<file path="config.mk">
export PLATFORM = sky130hd
export DESIGN_NAME = sigmoid_act_sched
export DESIGN_NICKNAME = d
export VERILOG_FILES = /design/src/rtl/sigmoid_pkg.sv /design/src/rtl/sigmoid_lut.sv /design/src/rtl/sigmoid_act_sched.sv
export SDC_FILE = /design/constraint.sdc
export NUM_CORES = 1
export LEC_CHECK = 0
export CORE_MARGIN = 2
export CORE_UTILIZATION = 30
export CTS_CLUSTER_SIZE = 20
export DETAILED_ROUTE_END_ITERATION = 16
export GPL_ROUTABILITY_DRIVEN = 1
export HOLD_SLACK_MARGIN = 0.08
export SYNTH_ARGS = -nofsm -noshare
export SYNTH_HDL_FRONTEND = slang
export SYNTH_SLANG_ARGS = --single-unit
</file>
<file path="constraint.sdc">
create_clock -name clk -period 4 [get_ports clk]
set_input_delay 1.2 -clock clk [delete_from_list [all_inputs] [get_ports clk]]
set_output_delay 1.2 -clock clk [all_outputs]
set_load 0.02 [all_outputs]
</file>
<file path="src/rtl/sigmoid_pkg.sv">
// ============================================================================
// Module   : sigmoid_pkg
// Purpose  : Shared widths, constants and x-to-table-index scaling for the
//            sigmoid activation scheduler.
// Revision : 1.0 - initial release
// ============================================================================
`default_nettype none

package sigmoid_pkg;

  localparam int             X_W     = 16;
  localparam int             Y_W     = 8;
  localparam int             IDX_W   = 7;
  localparam int             IDX_MAX = 60;
  localparam logic [Y_W-1:0] Y_HALF  = 8'h80;
  localparam logic [Y_W:0]   Y_ONE   = 9'd256;

  // |x| in Q8.8 maps to a 0.1-step table index, rounded to nearest and clamped.
  function automatic logic [IDX_W-1:0] abs_to_idx(input logic [X_W-1:0] x);
    logic [X_W-1:0] a;
    logic [19:0]    p;
    a = x[X_W-1] ? (~x + X_W'(1)) : x;
    p = ({4'd0, a} * 20'd10 + 20'd128) >> 8;
    if (p > 20'(IDX_MAX)) begin
      return IDX_W'(IDX_MAX);
    end
    return p[IDX_W-1:0];
  endfunction

endpackage

`default_nettype wire

</file>
<file path="src/rtl/sigmoid_lut.sv">
// ============================================================================
// Module   : sigmoid_lut
// Purpose  : Combinational sigmoid table for x = 0.0 .. 6.0 in 0.1 steps.
// Revision : 1.0 - initial release
// ============================================================================
`default_nettype none

module sigmoid_lut
  import sigmoid_pkg::*;
(
  input  logic [IDX_W-1:0] addr,
  output logic [15:0]      data
);

  // round(256*sigmoid(i/10)), with 256 capped to 0xFF
  localparam logic [7:0] c_tab [0:IDX_MAX] = '{
    Y_HALF, 8'h86, 8'h8D, 8'h93, 8'h99, 8'h9F, 8'hA5, 8'hAB, 8'hB1, 8'hB6,
    8'hBB,  8'hC0, 8'hC5, 8'hC9, 8'hCD, 8'hD1, 8'hD5, 8'hD8, 8'hDC, 8'hDF,
    8'hE1,  8'hE4, 8'hE6, 8'hE9, 8'hEB, 8'hED, 8'hEE, 8'hF0, 8'hF1, 8'hF3,
    8'hF4,  8'hF5, 8'hF6, 8'hF7, 8'hF8, 8'hF8, 8'hF9, 8'hFA, 8'hFA, 8'hFB,
    8'hFB,  8'hFC, 8'hFC, 8'hFD, 8'hFD, 8'hFD, 8'hFD, 8'hFE, 8'hFE, 8'hFE,
    8'hFE,  8'hFE, 8'hFF, 8'hFF, 8'hFF, 8'hFF, 8'hFF, 8'hFF, 8'hFF, 8'hFF,
    8'hFF
  };

  always_comb begin
    data = 16'h00FF;
    if (addr <= IDX_W'(IDX_MAX)) begin
      data = {8'h00, c_tab[addr]};
    end
  end

endmodule

`default_nettype wire

</file>
<file path="src/rtl/sigmoid_act_sched.sv">
// ============================================================================
// Module   : sigmoid_act_sched
// Purpose  : Round-robin sharing of one sigmoid table among NUM_REQ requesters,
//            3-stage pipeline, signed input via sigmoid(-x) = 1 - sigmoid(x).
// Revision : 1.0 - initial release
// ============================================================================
`default_nettype none

module sigmoid_act_sched #(
  parameter int NUM_REQ = 4,
  parameter int ID_W    = $clog2(NUM_REQ),
  parameter int IDX_MAX = 60
) (
  input  logic                  clk,
  input  logic                  rst,
  input  logic [NUM_REQ-1:0]    req_valid,
  input  logic [NUM_REQ*16-1:0] req_x,
  output logic [NUM_REQ-1:0]    req_ready,
  output logic                  resp_valid,
  input  logic                  resp_ready,
  output logic [ID_W-1:0]       resp_id,
  output logic [7:0]            resp_y,
  output logic                  busy
);

  import sigmoid_pkg::*;

  logic                 w_adv;
  logic                 w_xfer;
  logic [NUM_REQ-1:0]   w_grant;
  logic [ID_W-1:0]      w_gnt_id;
  logic [ID_W-1:0]      w_cand;
  logic [X_W-1:0]       w_sel_x;
  logic [IDX_W-1:0]     w_idx_raw;
  logic [IDX_W-1:0]     w_s1_idx;
  logic [15:0]          w_lut_data;
  logic [Y_W:0]         w_neg;
  logic [Y_W-1:0]       w_y;
  logic                 w_unused;

  logic [ID_W-1:0]      r_ptr;
  logic                 r_s1_v;
  logic [X_W-1:0]       r_s1_x;
  logic [ID_W-1:0]      r_s1_id;
  logic                 r_s2_v;
  logic                 r_s2_sign;
  logic [IDX_W-1:0]     r_s2_idx;
  logic [ID_W-1:0]      r_s2_id;

  assign w_adv = ~resp_valid | resp_ready;

  // First valid requester at or after the pointer; nothing is granted while stalled.
  always_comb begin
    w_grant  = '0;
    w_gnt_id = '0;
    w_xfer   = 1'b0;
    w_cand   = '0;
    for (int k = 0; k < NUM_REQ; k++) begin
      w_cand = ID_W'((int'(r_ptr) + k) % NUM_REQ);
      if (!w_xfer && w_adv && req_valid[w_cand]) begin
        w_xfer           = 1'b1;
        w_gnt_id         = w_cand;
        w_grant[w_cand]  = 1'b1;
      end
    end
  end

  assign req_ready = w_grant;
  assign w_sel_x   = req_x[16*w_gnt_id +: X_W];

  assign w_idx_raw = abs_to_idx(r_s1_x);
  assign w_s1_idx  = (int'(w_idx_raw) > IDX_MAX) ? IDX_W'(IDX_MAX) : w_idx_raw;

  sigmoid_lut u_lut (
    .addr (r_s2_idx),
    .data (w_lut_data)
  );

  // Table entries are >= 0x80, so the mirrored value always fits in 8 bits.
  assign w_neg    = Y_ONE - {1'b0, w_lut_data[Y_W-1:0]};
  assign w_y      = r_s2_sign ? w_neg[Y_W-1:0] : w_lut_data[Y_W-1:0];
  assign w_unused = &{1'b0, w_lut_data[15:Y_W], w_neg[Y_W]};

  always_ff @(posedge clk or posedge rst) begin
    if (rst) begin
      r_ptr      <= '0;
      r_s1_v     <= 1'b0;
      r_s1_x     <= '0;
      r_s1_id    <= '0;
      r_s2_v     <= 1'b0;
      r_s2_sign  <= 1'b0;
      r_s2_idx   <= '0;
      r_s2_id    <= '0;
      resp_valid <= 1'b0;
      resp_id    <= '0;
      resp_y     <= '0;
    end else if (w_adv) begin
      if (w_xfer) begin
        r_ptr <= (w_gnt_id == ID_W'(NUM_REQ-1)) ? '0 : w_gnt_id + ID_W'(1);
      end
      r_s1_v     <= w_xfer;
      r_s1_x     <= w_sel_x;
      r_s1_id    <= w_gnt_id;
      r_s2_v     <= r_s1_v;
      r_s2_sign  <= r_s1_x[X_W-1];
      r_s2_idx   <= w_s1_idx;
      r_s2_id    <= r_s1_id;
      resp_valid <= r_s2_v;
      resp_id    <= r_s2_id;
      resp_y     <= w_y;
    end
  end

  assign busy = r_s1_v | r_s2_v | resp_valid;

endmodule

`default_nettype wire

</file>
==> flow_results.org <==
** Timing
- Final clock period utilization by the worst path :: 98.81%
- Final min period :: 3.953 ns
- Final count of pins violating max slew :: 0
- Aggregate negative setup slack :: 0 ns
- Timing would allow up to 253.0 MHz.
- Final setup violation count :: 0
- Setup repair after global routing could not meet its margin everywhere.
- Relative slew margins :: 24.88%
- The number of hold violations in the final report came to 0.
- Slew at the pin closest to its max-slew limit :: 1.120 ns
- Across all setup checks in the final design, the least slack found is 0.04744 ns.
- Final worst clock skew :: 0.007415 ns

** Logic synthesis
- Synthesized area per cell :: 8.739 um2
- Sequential cells were found to cover 23.27% of the synthesized design area.
- The most used flip-flop cell after synthesis is dfrtp_1.
- Biggest area consumer among synthesized cells :: dfrtp_1
- Counting flops and latches in the post-synthesis netlist gives 43.
- Counting flops with a built-in enable in the synthesized netlist gives 0.
- Most frequent cell after synthesis :: nand2_1
- The synthesized netlist contains 70 unique library cells.
- The synthesized netlist occupies a cell area of 0.004623 mm2.
- In this run the biggest area consumer among cell types represents 23.27% of the synthesized area.
- The Yosys step of the flow raised 0 warnings.
- By area the synthesized netlist is led by dfrtp_1 (23%), ha_1 (11%), mux2i_1 (8.9%).
- Synth Instances :: 529
- Counting flops with an async set or reset pin after synthesis yields a share of 100.0%.
- Leading cell types by count after synthesis :: nand2_1 (68), dfrtp_1 (43), ha_1 (41), mux2i_1 (41), a21oi_1 (31)
- Synthesis produced a netlist with a net count of 641.

** Critical path
- Counting stages on the worst path, the most repeated cell is buf_6.
- STA classifies the critical path startpoint as an input port.
- Slowest cell on the critical path :: mux4_2
- The critical path contains buffers and inverters numbering 3 combined.
- Crit-path cells :: dlymetal6s2s_1 -> mux4_2 -> and2b_4 -> nand2_8 -> buf_6 -> a21oi_2 -> a221o_1 -> buf_6
- Capturing element type of the critical path :: primary output
- The startpoint identified for the worst register-to-register timing path is r_s1_x[5].
- Broken down by cell family, the worst path's largest delay share belongs to multiplexers.
- For the worst setup path, the data arrival time is 2.75 ns.
- The critical path starts at req_valid[3].
- On the worst path, the slowest cell contributes a delay of 0.50 ns.
- Of all nets on the critical path, the largest fanout is 6.
- For the worst setup path, the data required time is 2.80 ns.
- The critical path in this run is classified as in2out.

** Place
- OpenSTA, run right after detailed placement, puts the worst setup slack at -0.7581 ns.
- Placed standard-cell area :: 0.006081 mm2
- The congestion estimate from routability-driven global placement came to 0.8312.
- Once detailed placement completed, the half-perimeter wirelength came to 9400 um.
- Number of buffers added on ports :: 86

** Detailed routing
- Number of vias per cell :: 5.231
- Routed wire length :: 12220 um
- The first routing iteration left 239 violations.
- Across all layers, the routed design uses 4462 vias.
- Count of unresolved DRC violations after routing :: 0
- Routed length per instance :: 14.33 um
- DR pass1 iterations :: 4
- Number of routed nets with antenna violations :: 0

** Clock tree
- The H-tree was split into 2 levels.
- Clock transition at path regs :: 0.06 ns
- Clk root buf :: clkbuf_16
- For this design, the CTS-stage hold fixing added 0 buffers.
- Counting the buffers created by CTS gives 5.
- Clock latency on the worst-skew pair :: 0.28 ns
- For this design, the sink count on the clock tree is 43.
- TritonCTS built the clock tree.
- Longest Clk Path Bufs :: 2

** Final layout
- The post-route netlist has 26.47% of its cells at a drive strength greater than 1.
- The number of antenna diodes in the final layout is 0.
- Final std cell area, no fill :: 0.006619 mm2
- The area growth from synthesis to layout is 43.17%.
- Final net count :: 776

** Job
- Maximum Capacitance Violations :: 0

** Worst hold path
- The tightest min-delay check is of the reg2reg type.
- In this run the most critical hold path is launched from resp_id[0].

** Floorplan
- The initial utilization of the core area, before any placement, comes to 30.52%.
- Width of the die :: 128.1 um
- In this run the count of I/O pins placed on the die edge is 87.
- The die covers 0.01642 mm2.
- The floorplan step defined a core boundary enclosing 0.01515 mm2.
- Floorplan row count :: 45
- In this run the vertical extent of the chip is 128.1 um.

** Global route
- Wire length of the first global-routing pass :: 20470 um
- The via count of the first global-routing pass is 4463.
- Entering global routing, the biggest net connects 32 pins.
- Overall track demand over capacity in global routing :: 14.66%
- Global route overflow :: 0
- The initial antenna violation count came to 0.

** Status
- The run finished with clean final reports.
## routing by layer
layer / up-vias / GRT usage [%] / share of wire, %
met3: 15 / 2.546 / 4.1
met2: 103 / 26.08 / 50
met5: - / 0 / 0
met4: 0 / 3.361 / 1.2
li1: 2226 / - / -
met1: 2118 / 18.50 / 44
## final cells by class
| class | instances | area, um2 |
|---|---|---|
| repair buffers | 162 | 1456 |
| clock buffers | 6 | 128.9 |
| flip-flops and latches | 43 | 1076 |
| fillers | 1465 | 8527 |
| well taps | 188 | 235.2 |
| multi-input cells | 436 | 3650 |
| clock inverters | 2 | 12.51 |
| inverters | 16 | 60.06 |
## logic make-up (layout without fill, tap and decap cells)
group           count (synthesis)  count (layout)  synth area share (%)
compound gates                147             147                 22.82
xor+xnor                       33              33                 6.901
fa+ha+maj                      41              41                 11.10
buf+inv                        50             186                 5.304
flops                          43              43                 23.27
mux                            55              55                 13.18
simple gates                  160             160                 17.43
## flip-flops by register name, summed over array words and instances (netlist names)
register,cells
r_s1_v,1
r_s2_v,1
r_s1_id,2
resp_id,2
r_s1_x,16
r_ptr,2
resp_y,8
r_s2_idx,7
r_s2_id,2
resp_valid,1
r_s2_sign,1
## worst min-delay path: cells and delay by family (launching register included)
family | cells | cell delay [ns]
simple gates | 2 | 0.10
flops | 1 | 0.34
## path summary, 6_finish.rpt
| check | depth (start not counted) | end | slack [ns] |
|---|---|---|---|
| hold / removal | 2 | resp_id[0] | 0.47 |
| setup reg to reg | 14 | r_s2_idx[0] | 0.08 |
| max in group asynchronous | 3 | r_s1_x[7] | 1.94 |
| hold reg to reg | 2 | resp_id[0] | 0.47 |
| min in group asynchronous | 2 | r_ptr[1] | 1.37 |
| setup / recovery | 8 | req_ready[0] | 0.05 |
## metrics by stage
| step | utilization [%] | hold slack (ns) | std cells |
|---|---|---|---|
| finish | 43.70 | 0.4734 | 853 |
| global placement | 40.15 | 0.4592 | 835 |
| floorplan | - | 0.4386 | 529 |
| global route | 43.70 | 0.4983 | 853 |
| CTS | 41.61 | 0.4791 | 845 |
| detailed placement | 40.15 | 0.4648 | 835 |
## cells in the final DEF (no fill, tap or decap), types with 7 or more instances in the layout
cell,count
clkdlybuf4s50_1,78
buf_4,72
nand2_1,67
dfrtp_1,43
mux2i_1,40
ha_1,35
o21ai_0,24
a21oi_1,24
nor2_1,23
xnor2_1,19
inv_1,15
nand3_1,11
mux2_2,9
o221ai_1,9
and3_1,9
o21ai_2,8
a21o_1,7
xor2_1,7
a21oi_2,7
## what timing repair did
action / CTS / global route
buffers inserted: 6 / 8
endpoints found under the setup margin: 10 / 10
gates resized for setup: 42 / 60
pin swaps: 4 / 12
endpoints found under the hold margin: 0 / 0
Power is left out: the tool's default activity adds up to more than one toggle a clock period on the data nets, which glitch-free logic cannot reach.
